[src/rtl/game_pkg.sv]
// Shared constants for the platformer: screen and player geometry,
// motion tuning, player FSM encoding and the bar-table field helper.
package game_pkg;

  localparam logic [9:0] SCR_W   = 10'd640;
  localparam logic [9:0] SCR_H   = 10'd480;
  localparam logic [9:0] PW      = 10'd16;
  localparam logic [9:0] PH      = 10'd24;
  localparam logic [9:0] SPEED_X = 10'd2;
  localparam logic [9:0] SPAWN_X = 10'd120;
  localparam logic [9:0] SPAWN_Y = 10'd300;
  localparam logic [9:0] X_MAX   = SCR_W - PW;
  localparam logic [9:0] Y_MAX   = SCR_H - PH;

  localparam logic signed [6:0] JUMP_V   = 7'sd10;
  localparam logic signed [6:0] MAX_FALL = 7'sd8;

  localparam logic [1:0] S_IDLE   = 2'd0;
  localparam logic [1:0] S_MOVE   = 2'd1;
  localparam logic [1:0] S_COLL   = 2'd2;
  localparam logic [1:0] S_COMMIT = 2'd3;

  // Bars are packed {bar4,bar3,bar2,bar1}, 10 bits each.
  function automatic logic [9:0] bar_field(
    input logic [39:0] v,
    input logic [1:0]  i
  );
    logic [9:0] f;
    unique case (i)
      2'd0:    f = v[9:0];
      2'd1:    f = v[19:10];
      2'd2:    f = v[29:20];
      default: f = v[39:30];
    endcase
    return f;
  endfunction

endpackage

[src/rtl/player_motion_bar_land_check.sv]
// One-way platform landing test for a single bar.
// In: bar h_m/h_e/v_m, new x, old y, new y, new vy. Out: hit, land_y.
module bar_land_check
  import game_pkg::*;
(
  input  logic [9:0]         h_m,
  input  logic [9:0]         h_e,
  input  logic [9:0]         v_m,
  input  logic [9:0]         nx,
  input  logic [9:0]         y,
  input  logic signed [10:0] ny,
  input  logic signed [6:0]  nvy,
  output logic               hit,
  output logic signed [10:0] land_y
);

  logic [10:0]        nx_r;
  logic [10:0]        old_feet;
  logic signed [11:0] new_feet;
  logic signed [11:0] top;

  always_comb begin
    nx_r     = {1'b0, nx} + {1'b0, PW};
    old_feet = {1'b0, y} + {1'b0, PH};
    new_feet = $signed({ny[10], ny}) + $signed({2'b00, PH});
    top      = $signed({2'b00, v_m});
    // Feet must cross the bar top on a non-rising frame.
    hit = !nvy[6]
       && (nx_r > {1'b0, h_m})
       && (nx < h_e)
       && (old_feet <= {1'b0, v_m})
       && (new_feet >= top);
    land_y = $signed({1'b0, v_m}) - $signed({1'b0, PH});
  end

endmodule

[src/rtl/player_motion.sv]
// Per-frame player physics: move, gravity/jump, 4-bar landing, commit.
// In: clk, reset, frame_tick, stage_load, buttons, bar table. Out: pos, status.
module player_motion
  import game_pkg::*;
(
  input  logic        clk,
  input  logic        reset,
  input  logic        frame_tick,
  input  logic        stage_load,
  input  logic        btn_left,
  input  logic        btn_right,
  input  logic        btn_jump,
  input  logic [39:0] bars_h_m,
  input  logic [39:0] bars_h_e,
  input  logic [39:0] bars_v_m,
  input  logic [39:0] bars_v_e,
  output logic [9:0]  player_x,
  output logic [9:0]  player_y,
  output logic        on_ground,
  output logic        busy,
  output logic        update_done
);

  logic [1:0]         state_q, state_d;
  logic [1:0]         idx_q, idx_d;
  logic [9:0]         x_q, x_d, y_q, y_d, nx_q, nx_d;
  logic signed [6:0]  vy_q, vy_d, nvy_q, nvy_d;
  logic signed [10:0] ny_q, ny_d, cand_q, cand_d;
  logic               og_q, og_d, gnd_q, gnd_d;
  logic               busy_q, busy_d, done_q, done_d;

  logic [9:0]         mv_x;
  logic signed [6:0]  mv_vy;
  logic signed [10:0] mv_y;
  logic               hit;
  logic signed [10:0] land_y;
  logic               unused_v_e;

  assign unused_v_e = ^bars_v_e;

  bar_land_check u_land (
    .h_m    (bar_field(bars_h_m, idx_q)),
    .h_e    (bar_field(bars_h_e, idx_q)),
    .v_m    (bar_field(bars_v_m, idx_q)),
    .nx     (nx_q),
    .y      (y_q),
    .ny     (ny_q),
    .nvy    (nvy_q),
    .hit    (hit),
    .land_y (land_y)
  );

  always_comb begin
    mv_x = x_q;
    if (btn_left && !btn_right)
      mv_x = (x_q < SPEED_X) ? 10'd0 : x_q - SPEED_X;
    else if (btn_right && !btn_left)
      mv_x = (x_q > X_MAX - SPEED_X) ? X_MAX : x_q + SPEED_X;

    if (og_q && btn_jump)
      mv_vy = -JUMP_V;
    else if (vy_q >= MAX_FALL)
      mv_vy = MAX_FALL;
    else
      mv_vy = vy_q + 7'sd1;

    mv_y = $signed({1'b0, y_q}) + $signed({{4{mv_vy[6]}}, mv_vy});
  end

  always_comb begin
    state_d = state_q;
    idx_d   = idx_q;
    x_d     = x_q;
    y_d     = y_q;
    vy_d    = vy_q;
    og_d    = og_q;
    nx_d    = nx_q;
    ny_d    = ny_q;
    nvy_d   = nvy_q;
    cand_d  = cand_q;
    gnd_d   = gnd_q;
    busy_d  = busy_q;
    done_d  = 1'b0;

    // Respawn has priority everywhere and aborts any update.
    if (stage_load) begin
      state_d = S_IDLE;
      x_d     = SPAWN_X;
      y_d     = SPAWN_Y;
      vy_d    = '0;
      og_d    = 1'b0;
      busy_d  = 1'b0;
    end else begin
      unique case (state_q)
        S_IDLE: begin
          if (frame_tick) begin
            state_d = S_MOVE;
            busy_d  = 1'b1;
          end
        end
        S_MOVE: begin
          nx_d  = mv_x;
          nvy_d = mv_vy;
          ny_d  = mv_y;
          gnd_d = 1'b0;
          if (mv_y[10]) begin
            ny_d  = '0;
            nvy_d = '0;
          end else if (mv_y > $signed({1'b0, Y_MAX})) begin
            ny_d  = $signed({1'b0, Y_MAX});
            gnd_d = 1'b1;
          end
          cand_d  = ny_d;
          idx_d   = 2'd0;
          state_d = S_COLL;
        end
        S_COLL: begin
          if (hit) begin
            if (land_y < cand_q)
              cand_d = land_y;
            gnd_d = 1'b1;
            nvy_d = '0;
          end
          idx_d = idx_q + 2'd1;
          if (idx_q == 2'd3)
            state_d = S_COMMIT;
        end
        default: begin
          x_d     = nx_q;
          y_d     = cand_q[9:0];
          vy_d    = nvy_q;
          og_d    = gnd_q;
          done_d  = 1'b1;
          busy_d  = 1'b0;
          state_d = S_IDLE;
        end
      endcase
    end
  end

  always_ff @(posedge clk) begin
    if (reset) begin
      state_q <= S_IDLE;
      idx_q   <= '0;
      x_q     <= SPAWN_X;
      y_q     <= SPAWN_Y;
      vy_q    <= '0;
      og_q    <= 1'b0;
      nx_q    <= '0;
      ny_q    <= '0;
      nvy_q   <= '0;
      cand_q  <= '0;
      gnd_q   <= 1'b0;
      busy_q  <= 1'b0;
      done_q  <= 1'b0;
    end else begin
      state_q <= state_d;
      idx_q   <= idx_d;
      x_q     <= x_d;
      y_q     <= y_d;
      vy_q    <= vy_d;
      og_q    <= og_d;
      nx_q    <= nx_d;
      ny_q    <= ny_d;
      nvy_q   <= nvy_d;
      cand_q  <= cand_d;
      gnd_q   <= gnd_d;
      busy_q  <= busy_d;
      done_q  <= done_d;
    end
  end

  assign player_x    = x_q;
  assign player_y    = y_q;
  assign on_ground   = og_q;
  assign busy        = busy_q;
  assign update_done = done_q;

endmodule

[config.mk]
export PLATFORM = sky130hd
export DESIGN_NAME = player_motion
export DESIGN_NICKNAME = d
export VERILOG_FILES = /design/src/rtl/game_pkg.sv /design/src/rtl/player_motion_bar_land_check.sv /design/src/rtl/player_motion.sv
export SDC_FILE = /design/constraint.sdc
export NUM_CORES = 1
export LEC_CHECK = 0
export BUFFER_PORTS_ARGS = -buffer_cell sky130_fd_sc_hd__buf_2
export CORE_AREA = 2 2 109 111
export CTS_CLUSTER_SIZE = 28
export DETAILED_ROUTE_END_ITERATION = 10
export DIE_AREA = 0 0 111 113
export GPL_ROUTABILITY_DRIVEN = 0
export PLACE_DENSITY = 0.95
export SYNTH_ARGS = -nofsm -noshare
export SYNTH_HDL_FRONTEND = slang
export SYNTH_SLANG_ARGS = --single-unit
[constraint.sdc]
create_clock -name clk -period 5.65 [get_ports clk]
set_input_delay 1.13 -clock clk [delete_from_list [all_inputs] [get_ports clk]]
set_output_delay 1.13 -clock clk [all_outputs]
set_load 0.02 [all_outputs]
# --- Word-level counts from Yosys, hierarchy flattened ---
# Cells that the tools add are included.
totals:
  regBits: 73
  input_bits: 167
  output_inout_bits: 23
  elab_cells: 92
classes:
  addsub: 9
  order_cmp: 9
  eq_ne: 9
  mux: 28
  bitwise_logic: 2
  n_reduce_logical: 22
ops:
  columns: ["op", "n"]
  rows:
  - ["$pmux W10 S3", 3]
  - ["$mux W10", 6]
  - ["$add A10 B5 Y11 const B", 3]
  - ["$mux W7", 4]
  - ["$mux W11", 2]
  - ["$pmux W11 S2", 1]
  - ["$pmux W7 S2", 1]
  - ["$ge A12 B11 Y1", 1]
  - ["$add A11 B7 Y11", 1]
  - ["$gt A11 B10 Y1", 1]
  - ["$gt A11 B10 Y1 const B", 1]
  - ["$le A11 B10 Y1", 1]
  - ["$lt A11 B11 Y1", 1]
  - ["$sub A10 B5 Y11 const B", 1]
  - ["$add A10 B2 Y10 const B", 1]
  - ["$gt A10 B10 Y1 const B", 1]
  - ["$lt A10 B10 Y1", 1]
  - ["$lt A10 B2 Y1 const B", 1]
  - ["$sub A10 B2 Y10 const B", 1]
  - ["$ne A2 B2 Y1 const B", 4]
  - ["$reduce_and A2 Y1", 4]
  - ["$add A7 B2 Y7 const B", 1]
  - ["$ge A7 B5 Y1 const B", 1]
  - ["$logic_and A1 B1 Y1", 7]
  - ["16 further kinds", 30]

# --- Longest topological paths before layout ---
# Gate-level depths: netlist of the first run.
logic_depth:
  word_depth: 9
  ltp_mapped: 18
  mapped_depth_nobuf: 18

# --- Modules after synthesis ---
# From an unflattened synthesis of the first run, not the netlist that was laid out.
hier_totals:
  hier_cells: 819
  hier_area_um2: 6662.6
by_module_without_submodules:
  columns: ["mod", "instances", "cells_each", "area_per_inst_um2", "seq_area_each_um2"]
  rows:
  - ["player_motion", 1, 632, 5296.3, 1461.4]
  - ["bar_land_check", 1, 187, 1366.3, 0.0]

# --- Worst setup path after synthesis of the first run ---
# OpenSTA, ideal clock, no wires.
synth_path:
  path_kind: "input-to-reg"
  from: "in btn_jump"
  to: "reg cand_q[2]"
  setup_ns: 0.088
  t_arrival_ns: 3.875
  t_required_ns: 5.562
  setup_slack_ns: 1.687
  cell_stages: 16
  n_path_buf: 1
  path_cell_list: "and2_1 nor3_1 ha_1 inv_1 fa_1 nor2b_1 o211a_1 o22ai_2 nor2b_1 o21ai_0 nand2b_1 ha_1 nor2_1 buf_2 nand4_1 a311oi_2"
synth_between:
  elab_chain_len: 7
synth_lines:
  columns: ["element", "line_no", "rtl"]
  rows:
  - ["start: declaration", "player_motion.sv:12", "input logic btn_jump,"]
  - ["$logic_and A1 B1 Y1 (*)", "player_motion.sv:60", "if (og_q && btn_jump)"]
  - ["$mux W7 (*)", "player_motion.sv:60", null]
  - ["$add A11 B7 Y11 (*)", "player_motion.sv:67", "mv_y = $signed({1'b0, y_q}) + $signed({{4{mv_vy[6]}}, mv_vy});"]
  - ["$gt A11 B10 Y1", "player_motion.sv:109", "end else if (mv_y > $signed({1'b0, Y_MAX})) begin"]
  - ["$mux W10", "player_motion.sv:109", null]
  - ["$mux W10 (*)", "player_motion.sv:106", "if (mv_y[10]) begin"]
  - ["$pmux W11 S2 (*)", "player_motion.sv:94", "unique case (state_q)"]
  - ["end signal: assignment", "player_motion.sv:166", "cand_q <= cand_d;"]
  - ["end: declaration", "player_motion.sv:28", "logic signed [10:0] ny_q, ny_d, cand_q, cand_d;"]
# Every way passes the cells marked *; elsewhere a longest branch is shown, timed or not.
# A chain may end at the register's enable or synchronous reset.

# --- Worst setup path after layout of the first run ---
layout_path:
  from: "in btn_jump"
  to: "reg cand_q[7]"
# Same word-level chain as after synthesis.

==> results of run 1 <==
==> power by group through the flow <==
stage	clock network [mW]	registers [mW]	logic, mW
final	0.544	0.532	0.194
after global routing	0.562	0.533	0.215
after CTS	0.541	0.531	0.190
after detailed placement	0	0.543	0.188
after global placement	0	0.542	0.180
after floorplan	0	0.540	0.111
==> kinds of logic (layout without fill, tap and decap cells) <==
kind of cell | count (synthesis) | count (layout) | share of synthesized area [%]
xor gates and xnor gates | 32 | 32 | 4.55
muxes | 32 | 32 | 5.08
AOI/OAI and AO/OA | 233 | 233 | 26.5
adders and majority gates | 78 | 78 | 15.5
and+or+nand+nor | 248 | 248 | 18.7
buffers and inverters | 101 | 227 | 6.47
DFF | 73 | 73 | 23.1
==> cell usage after synthesis, types with 7 or more instances <==
cell	count	area (um2)
ha_1	77	963
dfxtp_1	73	1460
nand2_1	72	270
a21oi_1	69	345
nor2_1	65	244
inv_1	54	203
o21ai_0	40	200
clkbuf_1	32	120
mux2i_1	31	310
a222oi_1	30	300
nand3_1	23	115
xnor2_1	22	193
nand4_1	20	125
nor2b_1	18	113
o211ai_1	13	97.6
nor3_1	12	60.1
a211oi_1	9	67.6
xor2_1	9	78.8
a21o_1	7	52.6
a311oi_1	7	61.3
nand2b_1	7	43.8
==> final cells by class <==
class	count	area [um2]
Multi-Input combinational cell	623	4450
Fill cell	858	3890
Sequential cell	73	1460
Timing Repair Buffer	156	798
Clock buffer	9	225
Inverter	55	206
Tap cell	143	179
Clock inverter	7	55.1
==> flip-flops by register name, summed over array words and instances, names as in the netlist, 2 cells and up <==
name,cells
cand_q,11
nx_q,10
nvy_q,7
vy_q,7
idx_q,2
player_y,10
player_x,10
state_q,2
ny_q,10
==> per-stage QoR <==
stage / cells / power, mW / worst slack [ns]
6_report: 1066 / 1.27 / 1.01
4_1_cts: 1066 / 1.26 / 1.11
3_5_place_dp: 1050 / 0.730 / 0.781
2_1_floorplan: 797 / 0.651 / 1.69
3_3_place_gp: 1050 / 0.722 / 0.923
5_1_grt: 1066 / 1.31 / 0.831
==> per-layer routing <==
| layer | routed length (um) | global-route usage, % | vias to the layer above |
|---|---|---|---|
| li1 | - | - | 3206 |
| met1 | 7420 | 35.8 | 3098 |
| met2 | 8930 | 49.9 | 461 |
| met3 | 2020 | 6.11 | 76 |
| met4 | 908 | 16.3 | 0 |
| met5 | 0 | 0 | - |
==> layout by cell type, fill, tap and decap left out, types with 4 or more instances in the layout <==
| master | instances |
|---|---|
| buf_2 | 149 |
| ha_1 | 77 |
| dfxtp_1 | 73 |
| nand2_1 | 72 |
| a21oi_1 | 69 |
| nor2_1 | 65 |
| inv_1 | 54 |
| o21ai_0 | 40 |
| mux2i_1 | 31 |
| a222oi_1 | 30 |
| nand3_1 | 23 |
| xnor2_1 | 22 |
| nand4_1 | 20 |
| nor2b_1 | 18 |
| o211ai_1 | 13 |
| nor3_1 | 12 |
| xor2_1 | 9 |
| a211oi_1 | 9 |
| clkbuf_16 | 9 |
| a21o_1 | 7 |
| nand2b_1 | 7 |
| a311oi_1 | 7 |
| buf_4 | 7 |
| and2_1 | 6 |
| or2_2 | 6 |
| a31oi_1 | 6 |
| a32oi_1 | 6 |
| or3_1 | 4 |
| and3_1 | 4 |
| a221oi_1 | 4 |
| o21a_1 | 4 |
==> how the worst max path moves through the flow <==
stage / from / to / depth (start not counted)
after floorplan: btn_jump / cand_q[2] / 16
after global placement: btn_jump / cand_q[7] / 16
after detailed placement: btn_jump / cand_q[7] / 16
after CTS: btn_jump / cand_q[7] / 16
after global routing: btn_jump / cand_q[7] / 16
final: btn_jump / cand_q[7] / 16
==> worst reg2reg max path: cells and delay by family, from the launching register on <==
kind,cells,cell delay [ns]
xor+xnor,1,0.16
simple gates,5,1.32
flops,1,0.41
compound gates,6,1.45
fa+ha+maj,3,0.93
==> key figures, run 1 <==
Run status
  • Outcome: complete, no violations

Clocking
  • Post-CTS Resized: 0
  • Largest buffer count on any clock path: 2
  • Post-CTS Setup Inserts: 0
  • H-tree depth: 3
  • TritonCTS clock tree: done
  • CTS Root Cell: clkbuf_16
  • Clock Latency Late Sink: 0.35 ns
  • CTS Buf Count: 9
  • Hold_buf cts: 0
  • Clk sinks: 73
  • CTS clock-pin slew for the worst setup and hold paths: ~0.06 ns

STA
  • Setup Skew: between 0.006 and 0.007 ns
  • RSZ-0062 raised after global routing: no
  • Worst slew pin tran: about 0.95 ns
  • Final Hold Vio Count: 0
  • Final Cycle Share: 82.1%
  • Slew Viols, Final: 0
  • Tmin final: between 4 and 5 ns
  • Fin Setup TNS: 0 ns
  • Setup-failing EPs final: 0
  • FMAX: between 200 and 250 MHz
  • Relative slew slack: between 30% and 40%
  • WHS: between 0.4 and 0.5 ns

Power
  • Pleak: around 3.2 nW
  • Sw Pwr: 0.359 mW
  • Sequential power share: a little over two fifths
  • PD cells: between 150 and 200 nW/um2
  • Internal power: between 0.9 and 1 mW
  • Peak VDD IR: roughly 0.17 mV
  • Switching Share: between 20% and 30%
  • Clock power frac: 42.8%
  • Comb pwr share: about 15%

Worst setup path
  • Buf/Inv on CP: 2
  • Setup CP Type: in -> reg
  • Worst R2R End: cand_q[7]
  • Slowest library cell on the worst path: nor2_1
  • WP data required: around 5.9 ns
  • Critical path peak fanout: 11
  • Crit start category: primary input
  • Critical Path AT: approximately 4.9 ns
  • Critical Path Max Stage Delay: around 0.57 ns
  • Largest delay share family, worst path: simple AND/OR/NAND/NOR gates
  • R2R cell count: 15
  • Setup crit end kind: flip-flop
  • R2R setup slack: around 1.3 ns
  • CP Cell Sequence: buf_2 > and2_1 > nor3_1 > ha_1 > inv_1 > fa_1 > nor2b_1 > o211a_1 > o22ai_2 > nor2b_1 > o21ai_0 > nand2b_1 > ha_1 > nor2_1 > o21ai_0 > a311oi_1
  • Worst R2R Start: vy_q[0]

Finish
  • Post-route cell area: 7380 um2
  • Layout Utilization: between 60% and 70%
  • Ant diodes: 0
  • Share of cells above drive strength 1: between 20% and 30%
  • Layout area overhead: 16.7%
  • Nets@finish: approximately 1200

Die
  • I/O Pins: 190
  • Initial Utilization: between 50 and 60%
  • Die Area: roughly 13000 um2
  • Area of the core: between 10000 and 15000 um2
  • DIE WIDTH: roughly 110 um
  • Die height: around 110 um
  • FP Rows: 39

Hold path
  • Worst min-delay path endpoint: ny_q[0]
  • Hold WC Path Type: reg -> reg
  • Launch point of the worst hold path: ny_q[0]
  • Hold depth: 2

Synth
  • Ys flop type: dfxtp_1
  • FFs w/ async S/R, synth: 0%
  • Post-Syn Instances: about 800
  • Synth warn: 0
  • Yosys reg bits: 73
  • Post-synth EDFFs: 0
  • Syn_nets: approximately 1000
  • Post-Syn Area: approximately 6300 um2
  • Synth cell types: 70
  • Sequential cell area fraction in the yosys report: between 20 and 25%
  • Syn_area_per_cell: around 7.9 um2

Placement
  • HPWL Detailed: 14200 um
  • IO buf count: 149
  • DP Area: 7100 um2

Detailed routing
  • Final Routed Wirelength: approximately 19000 um
  • Initial DRC Count: a little under 1000
  • Wirelength per Cell: between 15 and 20 um
  • First-pass iteration count of the detailed router: 6
  • Vias/cell: around 6.4
  • Via count: between 6000 and 7000
  • Antenna Nets Post-Route: 0
  • # DRC: 0

Global route
  • Vias in the first global route: between 6000 and 7000
  • Largest net degree at the start of global routing: between 50 and 60
  • All-Layer GR Usage: between 20% and 30%
  • Gr ovfl total: 0
  • Initial antenna violation count: 0
  • Global-route wire length before repair: around 30000 um

Flow run
  • Max Cap Viol: 0
Power figures use the tool's default switching activity.
==> inputs of run 2 (changes only) <==
--- a/config.mk
+++ b/config.mk
@@ -5,13 +5,14 @@
 export SDC_FILE = /design/constraint.sdc
 export NUM_CORES = 1
 export LEC_CHECK = 0
+export ABC_AREA = 1
 export BUFFER_PORTS_ARGS = -buffer_cell sky130_fd_sc_hd__buf_2
-export CORE_AREA = 2 2 109 111
+export CORE_AREA = 2 2 121 123
 export CTS_CLUSTER_SIZE = 28
 export DETAILED_ROUTE_END_ITERATION = 10
-export DIE_AREA = 0 0 111 113
+export DIE_AREA = 0 0 123 125
 export GPL_ROUTABILITY_DRIVEN = 0
-export PLACE_DENSITY = 0.95
+export PLACE_DENSITY = 0.85
 export SYNTH_ARGS = -nofsm -noshare
 export SYNTH_HDL_FRONTEND = slang
 export SYNTH_SLANG_ARGS = --single-unit
==> constraint.sdc (replaced) <==
create_clock -name clk -period 3.8 [get_ports clk]
set_input_delay 0.76 -clock clk [delete_from_list [all_inputs] [get_ports clk]]
set_output_delay 0.76 -clock clk [all_outputs]
set_load 0.02 [all_outputs]
==> run 2 against run 1 <==
  * Non-clock buffer count increased by 11
  * Utilization is 10 points lower
  * Clock power increased by 59%
  * Count of clock-buffer cells in the layout is 1 higher
  * Sequential share of layout area is 1.2 points lower
  * Cell area up 6.3%
  * Clock skew rose by 0.0038 ns
  * First-iteration DRC count decreased by 41%
  * Critical path type is now reg -> reg
  * Largest power group unchanged
==> key figures, run 2 <==
Global route
  • Gr busiest metal: met2
  • M1 GR Usage: 29.7% (-6.1 points)
  • M2 GR Usage: 43.1% (-6.8 points)
  • Largest net degree at the start of global routing: 32 (-41%)
  • Gr ovfl total: 0 (unchanged)
  • Vias in the first global route: 6548 (+3.6%)
  • Met3 Use GR: 4.33% (-1.8 points)
  • Global-route wire length before repair: 30200 um (-1.1%)
  • All-Layer GR Usage: 24.7% (-5.0 points)
  • Initial antenna violation count: 0 (unchanged)

Worst setup path
  • WP data required: 4.03 ns (-1.87 ns)
  • Crit start category: flip-flop
  • Critical path peak fanout: 20 (+9)
  • R2R cell count: 24 (+9)
  • Critical Path AT: 3.72 ns (-1.18 ns)
  • Setup CP Type: reg -> reg
  • Setup crit end kind: flip-flop
  • Worst R2R Start: idx_q[1]
  • Worst R2R End: cand_q[10]
  • R2R setup slack: 0.31 ns (-0.96 ns)

STA
  • Final Cycle Share: 91.9%
  • Worst slew pin tran: 1.02 ns (+0.0689 ns)
  • Final Hold Vio Count: 0 (unchanged)
  • Relative slew slack: 32.1% (-4.5 points)
  • Setup Skew: 0.0108 ns (+0.00383 ns)
  • Slew Viols, Final: 0 (unchanged)
  • FMAX: 286 MHz
  • Tmin final: 3.49 ns
  • Fin Setup TNS: 0 ns (unchanged)
  • Worst setup margin: 0.309 ns (-0.701 ns)
  • RSZ-0062 raised after global routing: no
  • Setup-failing EPs final: 0 (unchanged)

Synth
  • Multiplexer share of the synthesized area: 0% (-5.1 points)
  • Yosys reg bits: 73 (unchanged)
  • Ys flop type: dfxtp_1
  • Simple-gate area share of the yosys netlist: 28.4% (+9.6 points)
  • Post-synthesis compound-gate area fraction: 20.3% (-6.2 points)
  • Area share of the largest cell type after synthesis: 22.2% (-0.90 points)
  • Post-Syn Instances: 1023 (+28%)
  • Syn_nets: 1268 (+22%)
  • FFs w/ async S/R, synth: 0% (unchanged)
  • Commonest cells post-synth: nand2_1, inv_1, a21oi_1
  • Post-synthesis xor/xnor area fraction: 3.59% (-0.96 points)
  • Synth warn: 0 (unchanged)
  • Combinational family with the most area after synthesis: simple AND/OR/NAND/NOR gates
  • Sequential cell area fraction in the yosys report: 22.2% (-0.90 points)
  • Post-Syn Area: 6580 um2 (+4.1%)
  • Synth top area cells: dfxtp_1, nand2_1, ha_1, inv_1, a21oi_1
  • Most common cell in the netlist: nand2_1
  • Synth cell types: 43 (-39%)
  • Top cell type by total area after synthesis: dfxtp_1
  • Post-synth EDFFs: 0 (unchanged)
  • Syn_area_per_cell: 6.43 um2 (-19%)
  • Synth Area in Adders: 14.9% (-0.61 points)

Finish
  • Ant diodes: 0 (unchanged)
  • Commonest non-fill, non-tap cells in the layout: nand2_1, buf_2, inv_1
  • Most common cell after layout, fill and taps aside: nand2_1
  • Nets@finish: 1410 (+21%)
  • Largest Register: cand_q
  • Final cell count without fillers: 1354 (+27%)
  • Post-route cell area: 7840 um2 (+6.3%)
  • Max reg flops: 11 (unchanged)
  • Share of cells above drive strength 1: 17.6% (-3.7 points)
  • Fillers: 1328 (+55%)
  • Layout area overhead: 19.2%

Die
  • Area of the core: 14200 um2 (+26%)
  • FP Rows: 44 (+13%)
  • DIE WIDTH: 123 um (+11%)
  • Die Area: 15400 um2 (+23%)
  • I/O Pins: 190 (unchanged)
  • Die height: 125 um (+11%)
  • Initial Utilization: 46.3% (-9.8 points)

Hold path
  • Worst min-delay path endpoint: nvy_q[1]
  • Hold depth: 2 (unchanged)
  • Hold WC Path Type: reg -> reg
  • Launch point of the worst hold path: nvy_q[1]

Detailed routing
  • First-pass iteration count of the detailed router: 5 (-1)
  • Initial DRC Count: 582 (-41%)
  • # DRC: 0 (unchanged)
  • Antenna Nets Post-Route: 0 (unchanged)
  • Wirelength per Cell: 14.5 um (-20%)
  • Final Routed Wirelength: 19600 um (+1.9%)
  • Vias/cell: 5.34 (-17%)
  • Via count: 7236 (+5.8%)

Placement
  • Pre-CTS setup slack: 0.139 ns (-0.642 ns)
  • DP Area: 7520 um2 (+5.9%)
  • Inst Count DP: 1338 (+27%)
  • IO buf count: 149 (unchanged)
  • HPWL Detailed: 15600 um (+9.7%)

Clocking
  • Hold_buf cts: 0 (unchanged)
  • Post-CTS Setup Inserts: 0 (unchanged)
  • TritonCTS clock tree: done
  • Largest buffer count on any clock path: 2 (unchanged)
  • CTS Root Cell: clkbuf_16
  • Post-CTS Resized: 0 (unchanged)
  • CTS Buf Count: 9 (unchanged)
  • CTS clock-pin slew for the worst setup and hold paths: 0.06 ns (about the same)
  • Clock Latency Late Sink: 0.34 ns (about the same)
  • H-tree depth: 3 (unchanged)
  • Clk sinks: 73 (unchanged)

Power
  • Peak VDD IR: 0.168 mV (-1.3%)
  • Pleak: 4.14 nW (+29%)
  • PD cells: 311 nW/um2 (+81%)

Run status
  • Outcome: complete, no violations

Flow run
  • Max Cap Viol: 0 (unchanged)
[run 2: metal layers]
metal	up-vias	part of all wire [%]
li1	3679	-
met5	-	0
met1	3199	40
met2	312	47
met4	0	3.5
met3	46	8.9
[run 2: per-stage QoR]
| stage | power (mW) | utilization [%] | hold slack, ns |
|---|---|---|---|
| after floorplan | 1.33 | - | 0.441 |
| after global placement | 1.54 | 52.9 | 0.451 |
| after detailed placement | 1.57 | 52.9 | 0.454 |
| after CTS | 2.43 | 55.1 | 0.463 |
| after global routing | 2.58 | 55.2 | 0.486 |
| final | 2.44 | 55.2 | 0.463 |
[run 2: report_power, final]
part / switching [mW] / internal [mW]
Combinational: 0.452 / 0.305
Clock: 0.337 / 0.527
Sequential: 0.0236 / 0.793
Total: 0.813 / 1.63
[run 2: layout make-up]
cell class | count | area (um2) | share of cell area [%]
clock buffers | 10 | 239 | 3.05
clock inverters | 6 | 66.3 | 0.845
inverters | 140 | 528 | 6.73
multi-input cells | 774 | 4430 | 56.5
flip-flops and latches | 73 | 1460 | 18.6
well taps | 184 | 230 | 2.94
repair buffers | 167 | 888 | 11.3
[run 2: cell families after synthesis]
logic type | after synthesis
flops | 73
buf+inv | 176
xor+xnor | 27
compound gates | 221
fa+ha+maj | 78
simple gates | 448
[run 2: worst max-delay path by stage]
stage | startpoint | depth (start not counted) | endpoint | slack, ns
after floorplan | idx_q[0] | 23 | cand_q[8] | 0.69
after CTS | idx_q[0] | 23 | cand_q[4] | 0.13
after global placement | bars_v_m[4] | 23 | cand_q[10] | 0.27
final | idx_q[1] | 24 | cand_q[10] | 0.31
after detailed placement | idx_q[0] | 23 | cand_q[4] | 0.14
after global routing | vy_q[0] | 21 | cand_q[5] | 0.04
[run 2: critical path: stages (launching register included)]
cell and delay (ns):
dfxtp_1 0.38, inv_1 0.10, ha_2 0.24, nand2_1 0.08, nand2_1 0.08, o22ai_4 0.18
inv_2 0.07, ha_1 0.20, inv_1 0.12, nand3_1 0.11, or2_0 0.25, nand2_1 0.12
inv_1 0.06, ha_1 0.27, nand4_1 0.11, inv_1 0.06, a21oi_1 0.18, nand2_1 0.08
nand2_1 0.07, nand3_1 0.12, nand3_2 0.15, buf_8 0.18, nand2_1 0.06, nand2_1 0.07
nor2_2 0.05
==> inputs of run 3 (changes only) <==
--- a/config.mk
+++ b/config.mk
@@ -5,14 +5,13 @@
 export SDC_FILE = /design/constraint.sdc
 export NUM_CORES = 1
 export LEC_CHECK = 0
-export ABC_AREA = 1
 export BUFFER_PORTS_ARGS = -buffer_cell sky130_fd_sc_hd__buf_2
-export CORE_AREA = 2 2 121 123
+export CORE_AREA = 2 2 118 120
 export CTS_CLUSTER_SIZE = 28
 export DETAILED_ROUTE_END_ITERATION = 10
-export DIE_AREA = 0 0 123 125
+export DIE_AREA = 0 0 120 122
 export GPL_ROUTABILITY_DRIVEN = 0
-export PLACE_DENSITY = 0.85
+export PLACE_DENSITY = 0.86
 export SYNTH_ARGS = -nofsm -noshare
 export SYNTH_HDL_FRONTEND = slang
 export SYNTH_SLANG_ARGS = --single-unit
==> run 3 against run 2 <==
  * Clock power down 7.9%
  * Critical path depth down 8
  * Combinational power down 56%
  * Count of clock-buffer cells in the layout unchanged
  * Total power down 21%
  * Cell area up 1.4%
  * Cell count down 15%
  * Via count down 5.5%
  * Routed wire length down 0.77%
  * Flip-flop and latch count unchanged
  * Worst setup slack worse by 0.23 ns
  * Die area down 4.8%
  * Critical path type unchanged
  * Critical endpoint unchanged
  * Largest power group unchanged
  * Highest routed layer unchanged
==> key figures, run 3 (synthesis gave the netlist of run 1 again) <==
Global route
  • Gr ovfl total: 0 (unchanged)
  • Global-route wire length before repair: 29500 um (-2.6%)
  • Largest net degree at the start of global routing: 42 (+31%)
  • All-Layer GR Usage: 25.1% (+0.39 points)
  • Vias in the first global route: 6279 (-4.1%)
  • Initial antenna violation count: 0 (unchanged)

Clocking
  • TritonCTS clock tree: done
  • Clk sinks: 73 (unchanged)
  • H-tree depth: 3 (unchanged)
  • Clock Latency Late Sink: 0.34 ns (about the same)
  • CTS Buf Count: 9 (unchanged)
  • Largest buffer count on any clock path: 2 (unchanged)
  • CTS clock-pin slew for the worst setup and hold paths: 0.06 ns (about the same)
  • CTS Root Cell: clkbuf_16

Hold path
  • Launch point of the worst hold path: ny_q[0]
  • Worst min-delay path endpoint: ny_q[0]
  • Hold WC Path Type: reg -> reg
  • Hold depth: 2 (unchanged)

STA
  • Setup-failing EPs final: 0 (unchanged)
  • Final Cycle Share: 97.8% (+5.9 points)
  • Final Hold Vio Count: 0 (unchanged)
  • Tmin final: 3.72 ns (+0.225 ns)
  • WHS: 0.456 ns (-0.00720 ns)
  • FMAX: 269 MHz (-6.1%)
  • Slew Viols, Final: 0 (unchanged)
  • Worst slew pin tran: 0.834 ns (-0.183 ns)
  • Setup Skew: 0.00856 ns (-0.00226 ns)
  • Relative slew slack: 44.4% (+12 points)

Detailed routing
  • Initial DRC Count: 717 (+23%)
  • Antenna Nets Post-Route: 0 (unchanged)
  • Wirelength per Cell: 17.0 um (+17%)
  • First-pass iteration count of the detailed router: 9 (+4)
  • Vias/cell: 5.97 (+12%)
  • # DRC: 0 (unchanged)
  • Via count: 6838 (-5.5%)
  • Final Routed Wirelength: 19500 um (-0.77%)

Finish
  • Max reg flops: 11 (unchanged)
  • Commonest non-fill, non-tap cells in the layout: buf_2, nand2_1, ha_1
  • Final cell count without fillers: 1145 (-15%)
  • Layout area overhead: 25.8%
  • Ant diodes: 0 (unchanged)
  • Most common cell after layout, fill and taps aside: buf_2
  • Nets@finish: 1205 (-15%)
  • Share of cells above drive strength 1: 28.0% (+10 points)
  • Largest Register: cand_q

Worst setup path
  • Critical path peak fanout: 5 (-75%)
  • Critical Path AT: 3.92 ns (+0.20 ns)
  • Crit start category: flip-flop
  • Setup crit end kind: flip-flop
  • Slowest library cell on the worst path: or3_4
  • Largest delay share family, worst path: simple AND/OR/NAND/NOR gates
  • CP Cell Sequence: inv_2 > ha_4 > a222oi_1 > a21oi_1 > ha_2 > or3_4 > nor3_4 > xnor2_2 > ha_1 > nand2_1 > a31oi_1 > a41o_1 > or3_4 > buf_4 > o21ai_1 > a21oi_1
  • Setup CP Type: reg -> reg
  • WP data required: 4.00 ns (-0.03 ns)
  • Buf/Inv on CP: 2 (-4)
  • R2R setup slack: 0.08 ns (-0.23 ns)
  • Worst R2R Start: idx_q[0]
  • Critical Path Max Stage Delay: 0.41 ns (+0.03 ns)
  • R2R cell count: 16 (-33%)
  • Worst R2R End: cand_q[10]

Power
  • PD cells: 241 nW/um2 (-23%)
  • Peak VDD IR: 0.173 mV (+2.9%)
  • Comb pwr share: 17.2% (-14 points)
  • Internal power: 1.39 mW (-14%)
  • Switching Share: 27.4% (-5.9 points)
  • Sequential power share: 41.2% (+7.7 points)
  • Pleak: 3.45 nW (-17%)
  • Clock power frac: 41.5% (+6.1 points)
  • Sw Pwr: 0.525 mW (-35%)

Placement
  • HPWL Detailed: 14600 um (-6.3%)
  • Inst Count DP: 1122 (-16%)
  • IO buf count: 149 (unchanged)

Die
  • Die height: 122 um (-2.4%)
  • DIE WIDTH: 120 um (-2.4%)
  • FP Rows: 43 (-2.3%)
  • Initial Utilization: 46.8% (+0.50 points)
  • Die Area: 14600 um2 (-4.8%)
  • I/O Pins: 190 (unchanged)
  • Area of the core: 13500 um2 (-4.9%)

Flow run
  • Max Cap Viol: 0 (unchanged)

Run status
  • Outcome: complete, no violations
[run 3: changes by cell type in the layout (fill, tap and decap cells not counted), moves of 21 or more]
cell	change
nand2_1	-211
inv_1	-84
mux2i_1	+31
a222oi_1	+30
nand3_1	-27
buf_4	+25
a21oi_1	-21
[run 3: layout make-up]
| type | instances | area, um2 |
|---|---|---|
| clock buffer | 10 | 239 |
| clock inverter | 6 | 42.5 |
| fill | 1137 | 5550 |
| inverter | 55 | 209 |
| multi-input combinational | 624 | 4650 |
| sequential | 73 | 1470 |
| tap | 180 | 225 |
| timing repair buffer | 197 | 1120 |
[run 3: timing repair]
action | CTS | global route
endpoints found under the setup margin | 1 | 19
gates cloned | 0 | 3
pin swaps | 0 | 19
resized for setup | 1 | 53
buffers inserted | 0 | 4
hold buffers | 0 | 0
[run 3: how the worst max path moves through the flow]
stage | endpoint | cells past startpoint | start
CTS | cand_q[7] | 15 | idx_q[0]
floorplan | cand_q[0] | 16 | idx_q[0]
global placement | cand_q[0] | 14 | bars_v_m[24]
finish | cand_q[10] | 16 | idx_q[0]
global route | cand_q[10] | 16 | idx_q[0]
detailed placement | cand_q[7] | 17 | btn_jump
[run 3: tightest hold or removal path: stages (launching register included)]
cell and delay [ns]:
dfxtp_1 0.31, nand2_1 0.05, a21oi_1 0.05
[run 3: stage by stage]
step	TNS (ns)	power, mW	setup WS [ns]	utilization [%]	instance area (um2)
finish	0	1.92	0.0838	58.9	7960
global route	-0.186	1.99	-0.0576	58.9	7960
CTS	0	1.89	0.0119	56.9	7690
detailed placement	-0.686	1.10	-0.146	54.9	7410
global placement	-0.298	1.09	-0.0404	54.9	7410
floorplan	0	0.968	0.170	-	6320
[run 3: routing by layer]
layer  part of all wire [%]  GRT usage (%)
met3                    7.9           4.17
met2                     47           43.8
met1                     41           29.4
met5                      0              0
met4                    4.4           13.5
[run 3: power groups by stage]
stage	combinational (mW)	clock [mW]	sequential [mW]
after floorplan	0.165	0	0.803
after global placement	0.286	0	0.806
after detailed placement	0.295	0	0.807
after CTS	0.301	0.799	0.790
after global routing	0.364	0.837	0.791
final	0.330	0.796	0.790
